$ cat config.mk
export PLATFORM = sky130hd
export DESIGN_NAME = aes_uart_sequencer
export DESIGN_NICKNAME = d
export VERILOG_FILES = /design/src/rtl/aes_uart_sequencer.sv
export SDC_FILE = /design/constraint.sdc
export NUM_CORES = 1
export LEC_CHECK = 0
export CORE_MARGIN = 2
export CORE_UTILIZATION = 46
export CTS_BUF_LIST = sky130_fd_sc_hd__clkbuf_8
export CTS_CLUSTER_DIAMETER = 100
export DETAILED_ROUTE_END_ITERATION = 12
export PLACE_DENSITY_LB_ADDON = 0.08
export SYNTH_ARGS = -nofsm -noshare
export SYNTH_HDL_FRONTEND = slang
export SYNTH_SLANG_ARGS = --single-unit
$ cat constraint.sdc
create_clock -name clk -period 3.05 [get_ports clk]
set_input_delay 0.61 -clock clk [delete_from_list [all_inputs] [get_ports clk]]
set_output_delay 0.61 -clock clk [all_outputs]
set_load 0.05 [all_outputs]
$ cat src/rtl/aes_uart_sequencer.sv
// aes_uart_sequencer: turns a byte-framed UART command stream into AES core
// operations. 'K' + 16 bytes loads the key, 'E' + 16 bytes encrypts one block.
// Each command returns ACK/NAK, 0xEE on a core timeout, or the 16-byte
// ciphertext, MSB byte first.
//
// state          | meaning
// ---------------+------------------------------------------------------
// S_IDLE         | waiting for a command byte
// S_RX_KEY       | collecting 16 key bytes into the staging register
// S_RX_DATA      | collecting 16 plaintext bytes
// S_AES_RUN      | core started, waiting for aes_done or the timeout
// S_TX_LOAD      | waiting for an idle transmitter, then handing it a byte
// S_TX_WAIT_BUSY | waiting for the transmitter to report busy
// S_TX_WAIT_IDLE | waiting for the transmitter to finish the byte

module aes_uart_sequencer #(
    parameter int RX_TIMEOUT  = 1_000_000,
    parameter int AES_TIMEOUT = 4096
) (
    input  logic         clk,
    input  logic         rst,
    input  logic         uart_rx_ready,
    input  logic [7:0]   uart_data_from_rx,
    input  logic         uart_tx_ready,
    output logic         uart_tx_enable,
    output logic [7:0]   uart_data_to_tx,
    output logic [127:0] aes_key,
    output logic [127:0] aes_din,
    output logic         aes_start,
    input  logic         aes_done,
    input  logic [127:0] aes_dout,
    output logic         busy,
    output logic         key_valid,
    output logic         err_overrun
);

    localparam int RX_TW  = $clog2(RX_TIMEOUT + 1);
    localparam int AES_TW = $clog2(AES_TIMEOUT + 1);

    // Timers count down from limit-1; terminal count 0 in a waiting cycle
    // means the full limit has elapsed.
    localparam logic [RX_TW-1:0]  RX_LOAD  = RX_TW'(RX_TIMEOUT - 1);
    localparam logic [AES_TW-1:0] AES_LOAD = AES_TW'(AES_TIMEOUT - 1);

    localparam logic [7:0] CMD_KEY = 8'h4B;
    localparam logic [7:0] CMD_ENC = 8'h45;
    localparam logic [7:0] RSP_ACK = 8'h06;
    localparam logic [7:0] RSP_NAK = 8'h15;
    localparam logic [7:0] RSP_ERR = 8'hEE;

    typedef enum logic [2:0] {
        S_IDLE,
        S_RX_KEY,
        S_RX_DATA,
        S_AES_RUN,
        S_TX_LOAD,
        S_TX_WAIT_BUSY,
        S_TX_WAIT_IDLE
    } state_t;

    state_t              state_q, state_d;
    logic [3:0]          byte_cnt_q, byte_cnt_d;
    logic [119:0]        rx_shift_q, rx_shift_d;
    logic [127:0]        tx_shift_q, tx_shift_d;
    logic [4:0]          tx_left_q, tx_left_d;
    logic [RX_TW-1:0]    rx_tmr_q, rx_tmr_d;
    logic [AES_TW-1:0]   aes_tmr_q, aes_tmr_d;

    logic                tx_en_d;
    logic [7:0]          tx_data_d;
    logic [127:0]        key_d;
    logic [127:0]        din_d;
    logic                start_d;
    logic                busy_d;
    logic                key_valid_d;
    logic                overrun_d;
    logic [127:0]        rx_word;

    // Next-state and next-output decode; every output is registered below.
    always_comb begin
        state_d     = state_q;
        byte_cnt_d  = byte_cnt_q;
        rx_shift_d  = rx_shift_q;
        tx_shift_d  = tx_shift_q;
        tx_left_d   = tx_left_q;
        rx_tmr_d    = rx_tmr_q;
        aes_tmr_d   = aes_tmr_q;
        tx_en_d     = 1'b0;
        tx_data_d   = uart_data_to_tx;
        key_d       = aes_key;
        din_d       = aes_din;
        start_d     = 1'b0;
        key_valid_d = key_valid;
        overrun_d   = err_overrun;
        rx_word     = {rx_shift_q, uart_data_from_rx};

        // Bytes arriving while the block is not receiving are lost.
        if (uart_rx_ready && (state_q inside {S_AES_RUN, S_TX_LOAD,
                                              S_TX_WAIT_BUSY, S_TX_WAIT_IDLE}))
            overrun_d = 1'b1;

        case (state_q)
            S_IDLE: begin
                if (uart_rx_ready) begin
                    byte_cnt_d = 4'd0;
                    rx_tmr_d   = RX_LOAD;
                    case (uart_data_from_rx)
                        CMD_KEY: state_d = S_RX_KEY;
                        CMD_ENC: state_d = S_RX_DATA;
                        default: begin
                            tx_shift_d = {RSP_NAK, 120'd0};
                            tx_left_d  = 5'd1;
                            state_d    = S_TX_LOAD;
                        end
                    endcase
                end
            end
            S_RX_KEY, S_RX_DATA: begin
                if (uart_rx_ready) begin
                    rx_shift_d = rx_word[119:0];
                    byte_cnt_d = byte_cnt_q + 4'd1;
                    rx_tmr_d   = RX_LOAD;
                    if (byte_cnt_q == 4'hF) begin
                        if (state_q == S_RX_KEY) begin
                            key_d       = rx_word;
                            key_valid_d = 1'b1;
                            tx_shift_d  = {RSP_ACK, 120'd0};
                            tx_left_d   = 5'd1;
                            state_d     = S_TX_LOAD;
                        end else begin
                            din_d = rx_word;
                            if (key_valid) begin
                                start_d   = 1'b1;
                                aes_tmr_d = AES_LOAD;
                                state_d   = S_AES_RUN;
                            end else begin
                                tx_shift_d = {RSP_NAK, 120'd0};
                                tx_left_d  = 5'd1;
                                state_d    = S_TX_LOAD;
                            end
                        end
                    end
                end else if (rx_tmr_q == '0) begin
                    // Partial frame dropped; key state is left untouched.
                    tx_shift_d = {RSP_NAK, 120'd0};
                    tx_left_d  = 5'd1;
                    state_d    = S_TX_LOAD;
                end else begin
                    rx_tmr_d = rx_tmr_q - RX_TW'(1);
                end
            end
            S_AES_RUN: begin
                // A result in the limit cycle still counts as on time.
                if (aes_done) begin
                    tx_shift_d = aes_dout;
                    tx_left_d  = 5'd16;
                    state_d    = S_TX_LOAD;
                end else if (aes_tmr_q == '0) begin
                    tx_shift_d = {RSP_ERR, 120'd0};
                    tx_left_d  = 5'd1;
                    state_d    = S_TX_LOAD;
                end else begin
                    aes_tmr_d = aes_tmr_q - AES_TW'(1);
                end
            end
            S_TX_LOAD: begin
                if (uart_tx_ready) begin
                    tx_en_d    = 1'b1;
                    tx_data_d  = tx_shift_q[127:120];
                    tx_shift_d = {tx_shift_q[119:0], 8'h00};
                    tx_left_d  = tx_left_q - 5'd1;
                    state_d    = S_TX_WAIT_BUSY;
                end
            end
            S_TX_WAIT_BUSY: begin
                if (!uart_tx_ready)
                    state_d = S_TX_WAIT_IDLE;
            end
            S_TX_WAIT_IDLE: begin
                if (uart_tx_ready)
                    state_d = (tx_left_q != 5'd0) ? S_TX_LOAD : S_IDLE;
            end
            default: state_d = S_IDLE;
        endcase

        busy_d = (state_d != S_IDLE);
    end

    // State, datapath and output registers with synchronous reset.
    always_ff @(posedge clk) begin
        if (rst) begin
            state_q         <= S_IDLE;
            byte_cnt_q      <= 4'd0;
            rx_shift_q      <= '0;
            tx_shift_q      <= '0;
            tx_left_q       <= 5'd0;
            rx_tmr_q        <= '0;
            aes_tmr_q       <= '0;
            uart_tx_enable  <= 1'b0;
            uart_data_to_tx <= 8'h00;
            aes_key         <= '0;
            aes_din         <= '0;
            aes_start       <= 1'b0;
            busy            <= 1'b0;
            key_valid       <= 1'b0;
            err_overrun     <= 1'b0;
        end else begin
            state_q         <= state_d;
            byte_cnt_q      <= byte_cnt_d;
            rx_shift_q      <= rx_shift_d;
            tx_shift_q      <= tx_shift_d;
            tx_left_q       <= tx_left_d;
            rx_tmr_q        <= rx_tmr_d;
            aes_tmr_q       <= aes_tmr_d;
            uart_tx_enable  <= tx_en_d;
            uart_data_to_tx <= tx_data_d;
            aes_key         <= key_d;
            aes_din         <= din_d;
            aes_start       <= start_d;
            busy            <= busy_d;
            key_valid       <= key_valid_d;
            err_overrun     <= overrun_d;
        end
    end

endmodule

==> metrics.log <==
INFO  metric outcome = complete, no violations
INFO  metric finalSetupViolCount = 0
INFO  metric worst-endpoint-arrival = ~3500 ps
INFO  metric setup.worst_path.start_class = flop
INFO  metric via_per_inst = 5.61
INFO  metric maxSlewViolCount = 0
INFO  metric power_frac_comb = 10.5%
INFO  metric clock_root_buffer = sky130_fd_sc_hd__clkbuf_8
INFO  metric synth-edff-count = 0
INFO  metric worst_slack = 154 ps
INFO  metric net-switching-power = ~0.0042 W
INFO  metric worst_skew_pair.late_latency = 690 ps
INFO  metric power_leakage = 9.51 nW
INFO  metric fill_cells = 4200
INFO  metric detail_route.drc_violations = 0
INFO  metric fin_skew = around 31 ps
INFO  metric criticalPathCategory = reg -> reg
INFO  metric cts_tree = built
INFO  metric h_tree_lvls = 3
INFO  metric vias = 20500
INFO  metric critical_path_required = 3620 ps
INFO  metric finalPower = approximately 0.016 W
INFO  metric post_cts.resized_instances = 0
INFO  metric final_nets = 3117
INFO  metric place.port_buffers = 409
INFO  metric die_height = about 220 um
INFO  metric grt_use_total = 27.2%
INFO  metric row_count = 80
INFO  metric start_util = 46.3%
INFO  metric gp_congestion = 0.870
INFO  metric detail-route-antenna-nets = 0
INFO  metric critical_path.slowest_cell = sky130_fd_sc_hd__or4_1
INFO  metric post_synth.cell_area_avg = 8.36 um^2
INFO  metric cts_sinks = 562
INFO  metric finalCriticalPeriod = 2900 ps
INFO  metric floorplan.die.width = 223 um
INFO  metric max-slew-margin-rel = 51.9%
INFO  metric netlist_area = about 0.022 mm^2
INFO  metric clkPwrFrac = between 40% and 50%
INFO  metric clock_transition_at_the_registers_of_the_reported_paths = around 60 ps
INFO  metric dp.final_hpwl = 45.6 mm
INFO  metric area.sequential = 0.0113 mm^2
INFO  metric wl_per_cell = 19.1 um
INFO  metric final_hold_viol_count = 0
INFO  metric switching_share = around 26%
INFO  metric areaGrowthSynthToFinish = 31.7%
INFO  metric die_area = between 0.04 and 0.05 mm^2
INFO  metric synth.ff_latch_count = 562
INFO  metric critPathCaptureType = flop
INFO  metric post_cts_repair_timing_setup_buffer_count = 0
INFO  metric wirelength = 69.7 mm
INFO  metric ioPinCount = 410
INFO  metric tightest_slew = about 700 ps
INFO  metric yosysSeqAreaShare = 51.2%
INFO  metric max_stage_delay = 620 ps
INFO  metric timing.final.crit_share = between 90% and 100%
INFO  metric cts_buffer_depth = 3
INFO  metric cts_buffers = 92
INFO  metric number_of_global_route_vias_before_repair = 19300
INFO  metric multi_input_comb_area = between 0.009 and 0.01 mm^2
INFO  metric cts_hold_buffers = 0
INFO  metric synth_flop_cell = sky130_fd_sc_hd__dfxtp_1
INFO  metric detailedRoute.firstPassIterationCount = 5
INFO  metric detailedRoute.firstIterationViolations = between 1500 and 2000
INFO  metric pre_cts_slack = -418 ps
INFO  metric hold_class = in -> reg
INFO  metric ir_worst_vdd = between 400 and 500 uV
INFO  metric grt_max_degree = 101
INFO  metric maximum_capacitance_violations = 0
INFO  metric post_syn_instances = 2629
INFO  metric postSynth.asyncResetShare = 0%
INFO  metric grt_pass1_wl = 109 mm
INFO  metric grt_setup_unrepaired = no
INFO  metric seq_power_share = 47.2%
INFO  metric cellInternalPower = 0.0123 W
INFO  metric synth.yosys.warnings = 0
INFO  metric synth_cell_type_count = 64
INFO  metric final_layout_size_suffix_gt1_share = 10.8%
INFO  metric grt_antenna_before_repair = 5
INFO  metric placeableCoreArea = 0.0474 mm^2
INFO  metric pwr_density_cell = 569 mW/mm^2
INFO  metric grt_residual_overflow = 0
INFO  metric syn-num-nets = 2775
INFO  metric max_clock_freq = approximately 350 MHz
INFO  metric crit_chain = or4_4 > or4_1 > o21ai_4 > buf_12 > a31oi_1 > a211oi_1
INFO  metric cp_max_fo = 62
through the flow:
step                hold WS [ps]  TNS (ps)  cell area [um^2]  util, %  instances
floorplan                    427         0             22000        -       2629
global placement             441    -32480             27000     56.8       3489
detailed placement           446    -36100             27000     56.8       3489
CTS                          302         0             28900     61.0       3653
global route                 348         0             29000     61.0       3657
finish                       348         0             29000     61.0       3658
logic make-up (layout without fill, tap and decap cells):
family	Yosys count	in the layout	synth area share [%]
buffers and inverters	263	675	5.18
DFF	562	562	51.2
adders and majority gates	5	5	0.285
AOI/OAI and AO/OA	850	850	25.1
xor gates and xnor gates	11	11	0.438
and+or+nand+nor	935	935	17.6
muxes	3	3	0.154
other	0	2	0
layout make-up:
cell class                      instances  share of cell area [%]
Clock buffer                          122                    5.80
Multi-Input combinational cell       1804                    33.4
Antenna cell                            2                  0.0173
Inverter                               14                   0.181
Sequential cell                       562                    38.9
Tap cell                              615                    2.66
Clock inverter                         42                    1.02
Timing Repair Buffer                  497                    18.0
layout by cell type, fill, tap and decap left out, drive strengths merged, types with 19 or more instances in the layout:
cell type / netlist / routed
nand2: 785 / 785
dfxtp: 562 / 562
a21oi: 421 / 421
clkdlybuf4s50: 0 / 408
a31oi: 134 / 134
clkbuf: 198 / 122
a211oi: 121 / 121
a22oi: 117 / 117
buf: 51 / 89
inv: 14 / 40
nor2: 33 / 33
o31ai: 23 / 23
or4: 19 / 19
worst max-delay path: cells and delay by family (launching register included):
| family | cells | cell delay (ps) |
|---|---|---|
| buffers and inverters | 1 | 330 |
| AO/OA/AOI/OAI | 3 | 870 |
| flip-flops | 1 | 350 |
| AND/OR/NAND/NOR | 2 | 1200 |
path summary, 6_finish.rpt:
path                                   start             end  slack, ps  cells after the start
worst min register to register  aes_key[119]    aes_key[119]        450                      2
worst max-delay path            rx_tmr_q[10]  tx_shift_q[20]        150                      6
worst min-delay path                     rst  uart_tx_enable        350                      2
worst max register to register  rx_tmr_q[10]  tx_shift_q[20]        150                      6
power by group through the flow:
stage	Sequential [W]	Clock (W)	Combinational, W
floorplan	0.00789	0	0.00112
global placement	0.00792	0	0.00166
detailed placement	0.00792	0	0.00171
CTS	0.00777	0.00710	0.00172
global route	0.00779	0.00744	0.00187
finish	0.00777	0.00697	0.00174
layer usage:
layer / wire length, um / up-vias / track usage (%)
met5: 42 / - / 0
met4: 2070 / 6 / 9.35
met3: 5050 / 130 / 7.31
met2: 31900 / 688 / 42.1
met1: 30700 / 9819 / 36.6
li1: - / 9874 / -
synth_stat cells, types with 10 or more instances:
library cell | number | area [um^2]
sky130_fd_sc_hd__nand2_1 | 785 | 2950
sky130_fd_sc_hd__dfxtp_1 | 562 | 11300
sky130_fd_sc_hd__a21oi_1 | 421 | 2110
sky130_fd_sc_hd__clkbuf_1 | 197 | 739
sky130_fd_sc_hd__a31oi_1 | 134 | 838
sky130_fd_sc_hd__a22oi_1 | 117 | 878
sky130_fd_sc_hd__a211oi_2 | 70 | 876
sky130_fd_sc_hd__a211oi_1 | 51 | 383
sky130_fd_sc_hd__nor2_1 | 33 | 124
sky130_fd_sc_hd__o31ai_1 | 23 | 173
sky130_fd_sc_hd__buf_2 | 22 | 110
sky130_fd_sc_hd__or4_1 | 17 | 128
sky130_fd_sc_hd__buf_4 | 14 | 105
sky130_fd_sc_hd__inv_1 | 14 | 52.6
sky130_fd_sc_hd__or3_1 | 14 | 87.6
sky130_fd_sc_hd__nand4_1 | 13 | 81.3
sky130_fd_sc_hd__nor3_1 | 12 | 60.1
sky130_fd_sc_hd__nand2b_1 | 10 | 62.6
sky130_fd_sc_hd__xor2_1 | 10 | 87.6
sequential cells by signal, indices dropped and copies added, names as in the netlist, 5 cells and up:
name             count
uart_data_to_tx      8
aes_din            128
aes_tmr_q           13
rx_tmr_q            20
tx_left_q            5
rx_shift_q         120
aes_key            128
tx_shift_q         128
No activity file was read; power rests on OpenSTA's default activity.
==> edit 1: new RTL, config.mk and constraints unchanged <==
Put one more register stage on the output `err_overrun`, with the module's reset. The value now appears one clock later. The other outputs are not delayed to match.
--- a/src/rtl/aes_uart_sequencer.sv
+++ b/src/rtl/aes_uart_sequencer.sv
@@ -60,2 +60,4 @@
 
+    logic err_overrun_s0;
+
     state_t              state_q, state_d;
@@ -93,3 +95,3 @@
         key_valid_d = key_valid;
-        overrun_d   = err_overrun;
+        overrun_d   = err_overrun_s0;
         rx_word     = {rx_shift_q, uart_data_from_rx};
@@ -205,3 +207,3 @@
             key_valid       <= 1'b0;
-            err_overrun     <= 1'b0;
+            err_overrun_s0  <= 1'b0;
         end else begin
@@ -221,3 +223,3 @@
             key_valid       <= key_valid_d;
-            err_overrun     <= overrun_d;
+            err_overrun_s0  <= overrun_d;
         end
@@ -225,2 +227,10 @@
 
+    always_ff @(posedge clk) begin
+        if (rst) begin
+            err_overrun <= '0;
+        end else begin
+            err_overrun <= err_overrun_s0;
+        end
+    end
+
 endmodule
Function: not settled (the Yosys comparison gave no result); the edit may change what the design does.
==> edit 1 against the original RTL <==
- area after synthesis is 5.4% lower
- first-iteration DRC count is 22% lower
- sequential share of layout area is 1.9 points higher
- sequential cell count is 1 higher
- clock power is 7.5% lower
- power is 3.4% lower
- utilization is 1.3 points higher
- setup slack better by 50 ps
- final cell count is 1.2% lower
- wire length is 9.4% lower
- final area is 4.4% lower
- combinational power is 4% lower
- non-clock buffer count stayed put
- largest cell class unchanged
- largest power group unchanged
==> edit 1: results (changes against the original RTL) <==
Seq/Total Area, Yosys 54.2% (+3.0 points); Worst Tran Pin Value 711 ps (-0.293 ps); post-synthesis adder-cell area fraction 0.301% (+0.016 points); latest clock arrival within the worst-skew pair 670 ps (-20 ps); layout cells sized above 1 8.25% (-2.5 points); 1st-iter DRT viols 1423 (-22%); Crit-path slowest cell or4b_2; Routability Congestion 0.873 (+0.28%); worst-path fanout max 7 (-89%); mux contribution to synthesized area 0% (-0.15 points); Max clock buf depth 3 (unchanged); largest net degree at the start of global routing 119 (+18%); first-pass GRT wire length 99300 um (-8.7%); commonest cells in the netlist nand2_1 (788), dfxtp_1 (563), a21oi_1 (417); CP top delay family simple AND/OR/NAND/NOR gates; worst min path class input port to flop; CP max stage delay 680 ps (+60 ps); vias in the first global route 18200 (-5.9%); Netlist cell types 51 (-20%); CTS Buf Count 89 (-3.3%); top cells by area, synth dfxtp_1 (54%), nand2_1 (14%), a21oi_1 (10%); Net Count, Synth 2720 (-2.0%); IO Port Bufs 409 (unchanged); skew final 31.4 ps (+0.120 ps); Internal Pwr Total 11.9 mW (-3.1%); Async SR Flop Fraction 0% (unchanged); compound-gate portion of the synthesized area 16.9% (-8.2 points); Post-DP HPWL 42700 um (-6.4%); worst vdd ir 399 uV (-5.1%); Reg clk slew, reported paths 60 ps (about the same); XOR/XNOR Fraction of Synth Area 1.14% (+0.70 points); CP arrival 3410 ps (-60 ps); initial antenna violation count 5 (unchanged); Final nets 3100 (-0.55%); pre-CTS setup slack -331 ps (+87.2 ps); LEAKAGE 9.56 nW (+0.52%); outcome completed; DR WL/cell 17.5 um (-8.3%); Clock Tree Root clkbuf_8; Total GRT Usage 26.3% (-0.92 points); DR vias 19300 (-5.8%)
## edit 1: cell count changes in the layout (fill, tap and decap cells not counted), sizes merged, moves of 12 or more
| cell | delta |
|---|---|
| a211oi | -115 |
| nor3 | +118 |
| or4 | -15 |
| xnor2 | +12 |
| nor2 | +143 |
| a22oi | -107 |
| a31oi | -130 |
| o31ai | -19 |
| nand4 | -12 |
| a221oi | +116 |
## edit 1: final cells by class
cell class / count / area, um2
clock buffer: 114 / 1570
inverter: 7 / 26.3
tap: 592 / 741
clock inverter: 43 / 240
fill: 3901 / 16700
timing repair buffer: 497 / 5070
multi-input combinational: 1796 / 8760
sequential: 563 / 11300
antenna: 2 / 5.00
## edit 1: power by group through the flow
| stage | registers (mW) | clock network [mW] | logic [mW] |
|---|---|---|---|
| after floorplan | 7.92 | 0 | 1.03 |
| after global placement | 7.96 | 0 | 1.60 |
| after detailed placement | 7.97 | 0 | 1.65 |
| after CTS | 7.81 | 6.59 | 1.65 |
| after global routing | 7.83 | 6.95 | 1.85 |
| final | 7.81 | 6.45 | 1.67 |
## edit 1: layer usage
layer  GRT usage [%]  share of wire, %  vias to the layer above
met5               0             0.043                        -
met4            10.3               3.4                        4
met1            33.9                43                     9106
met3            7.17               7.3                      128
li1                -                 -                     9485
met2            41.8                46                      611
## edit 1: timing repair
| item | in CTS | in global routing |
|---|---|---|
| gates resized for setup | 0 | 1 |
| setup endpoints to repair | 0 | 100 |
| buffers inserted | 0 | 2 |
## edit 1: per-stage QoR
step	power [mW]	utilization, %	cell area [um2]	hold WS, ps	instances
floorplan	8.95	-	20800	429	2574
global placement	9.56	58.2	25800	440	3453
detailed placement	9.61	58.2	25800	445	3453
CTS	16.0	62.2	27600	393	3610
global route	16.6	62.3	27700	418	3613
finish	15.9	62.3	27700	419	3614
## edit 1: worst paths after layout
| kind | startpoint | end | slack (ps) | depth (start not counted) |
|---|---|---|---|---|
| max | rx_tmr_q[0] | rx_tmr_q[14] | 200 | 9 |
| min | rst | uart_tx_enable | 420 | 2 |
| max reg2reg | rx_tmr_q[0] | rx_tmr_q[14] | 200 | 9 |
| min reg2reg | aes_din[74] | aes_din[74] | 450 | 2 |
## edit 1: cells by family (layout without fill, tap and decap cells)
| kind of cell | count (synthesis) | in the layout |
|---|---|---|
| xor+xnor | 27 | 27 |
| other cells | 0 | 2 |
| buf+inv | 215 | 661 |
| compound gates | 583 | 583 |
| simple gates | 1181 | 1181 |
| fa+ha+maj | 5 | 5 |
| flops | 563 | 563 |
## edit 1: worst register-to-register path, stage by stage, from the launching register on
cell	delay, ps
dfxtp_1	320
inv_1	90
ha_1	170
or4b_1	510
buf_4	180
or4b_2	680
o21a_1	320
nand2_1	200
o21ai_0	110
a31oi_1	170
==> edit 2: new RTL, same settings <==
Made on the original files. Set the parameter `RX_TIMEOUT` to 4_000_000 (it was 1_000_000).
--- a/src/rtl/aes_uart_sequencer.sv
+++ b/src/rtl/aes_uart_sequencer.sv
@@ -16,3 +16,3 @@
 module aes_uart_sequencer #(
-    parameter int RX_TIMEOUT  = 1_000_000,
+    parameter int RX_TIMEOUT  = 4_000_000,
     parameter int AES_TIMEOUT = 4096
Function: not settled (the Yosys comparison gave no result); the edit may change what the design does.
==> edit 2 against the original RTL <==
- final area fell by 3.1%
- largest cell class unchanged
- first-iteration DRC count fell by 5.5%
- count of clock-buffer cells in the layout fell by 4
- power fell by 4.6%
- final cell count down 0.66%
- sequential cell count is 2 higher
- setup slack better by 78 ps
- wire length fell by 4.4%
- via count is 1.4% lower
- sequential share of layout area is 1.4 points higher
- utilization grew 0.55 points
- area after synthesis shrank 2.9%
- largest power group unchanged
==> edit 2: results (changes against the original RTL) <==
outcome completed; # fillers 4090 (-2.6%); pre-CTS setup slack -29.0 ps (+389 ps); via density per instance 5.57 (-0.70%); Total GRT Usage 26.8% (-0.43 points); initial antenna violation count 3 (-2); Routability Congestion 0.859 (-1.3%); largest net degree at the start of global routing 159 (+57%); top cells by area, synth dfxtp_1 (53%), nand2_1 (14%), a21oi_1 (13%); first-pass GRT wire length 103000 um (-5.4%); worst-path fanout max 35 (-44%); DRT Wirelength 66700 um (-4.4%); commonest cells in the netlist nand2_1 (795), dfxtp_1 (564), a21oi_1 (538); LEAKAGE 9.23 nW (-2.9%); Placed Instances 3467 (-0.63%); CTS Buf Count 93 (+1.1%); CP arrival 3340 ps (-130 ps); skew final 24.9 ps (-6.43 ps); Seq/Total Area, Yosys 52.9% (+1.7 points); Post-DP HPWL 43700 um (-4.1%); latest clock arrival within the worst-skew pair 670 ps (-20 ps); Worst Tran Pin Value 768 ps (+56.8 ps); 1st-iter DRT viols 1735 (-5.5%); Mapped Cells 2618 (-0.42%); Max clock buf depth 3 (unchanged); vias in the first global route 19000 (-1.7%); worst vdd ir 433 uV (+3.0%); HP Start rst; CP Launch Point rx_tmr_q[9]; Net Count, Synth 2764 (-0.40%); Netlist cell types 62 (-3.1%); layout cells sized above 1 7.52% (-3.3 points); Final nets 3109 (-0.26%)
==> edit 2: worst reg2reg max path, cell delays in order, from the launching register on <==
cell,delay (ps)
dfxtp_1,350
or4_1,650
or3_1,590
o21a_1,310
nor2_4,410
buf_12,260
a211oi_1,110
==> edit 2: metrics by stage <==
| step | instance area, um2 | hold slack, ps |
|---|---|---|
| CTS | 28100 | 293 |
| detailed placement | 26200 | 446 |
| global route | 28100 | 352 |
| floorplan | 21300 | 432 |
| global placement | 26200 | 442 |
| finish | 28100 | 369 |
==> edit 2: power by group <==
part           total (mW)  switching (mW)  leakage, nW  internal [mW]
Sequential           7.80           0.175         4.57           7.62
Combinational        1.48           0.834         3.59          0.647
Clock                6.45            2.98         1.07           3.47
==> edit 2: final cells by class <==
class / count / share of cell area, %
clock inverter: 46 / 0.727
sequential: 564 / 40.2
multi-input combinational: 1811 / 32.5
inverter: 14 / 0.187
antenna: 2 / 0.0178
timing repair buffer: 479 / 17.9
clock buffer: 118 / 5.79
tap: 600 / 2.67
==> edit 2: routing by layer <==
| metal | part of all wire (%) | global-route usage [%] | wire, um | vias up |
|---|---|---|---|---|
| li1 | - | - | - | 9764 |
| met1 | 43 | 35.4 | 28900 | 9643 |
| met2 | 46 | 41.6 | 30400 | 696 |
| met3 | 7.6 | 6.93 | 5060 | 135 |
| met4 | 3.4 | 10.6 | 2270 | 2 |
| met5 | 0.015 | 0 | 10 | - |
==> edit 2: path summary, 6_finish.rpt <==
check / end / slack (ps) / depth (start not counted)
setup / recovery: tx_shift_q[62] / 230 / 6
hold / removal: key_valid / 370 / 2
setup reg to reg: tx_shift_q[62] / 230 / 6
hold reg to reg: aes_key[126] / 450 / 2
==> edit 2: logic make-up (layout without fill, tap and decap cells) <==
family	Yosys count	count (layout)	share of synthesized area [%]
and+or+nand+nor	936	936	17.9
AOI/OAI and AO/OA	855	856	23.6
DFF	564	564	52.9
buffers and inverters	244	657	4.64
xor gates and xnor gates	12	12	0.493
adders and majority gates	5	5	0.293
muxes	2	2	0.0938
other	0	2	0
==> edit 2: repair_timing <==
action / in CTS / in global routing
endpoints found under the setup margin: 0 / 43
resized for setup: 0 / 0
hold buffers: 0 / 0
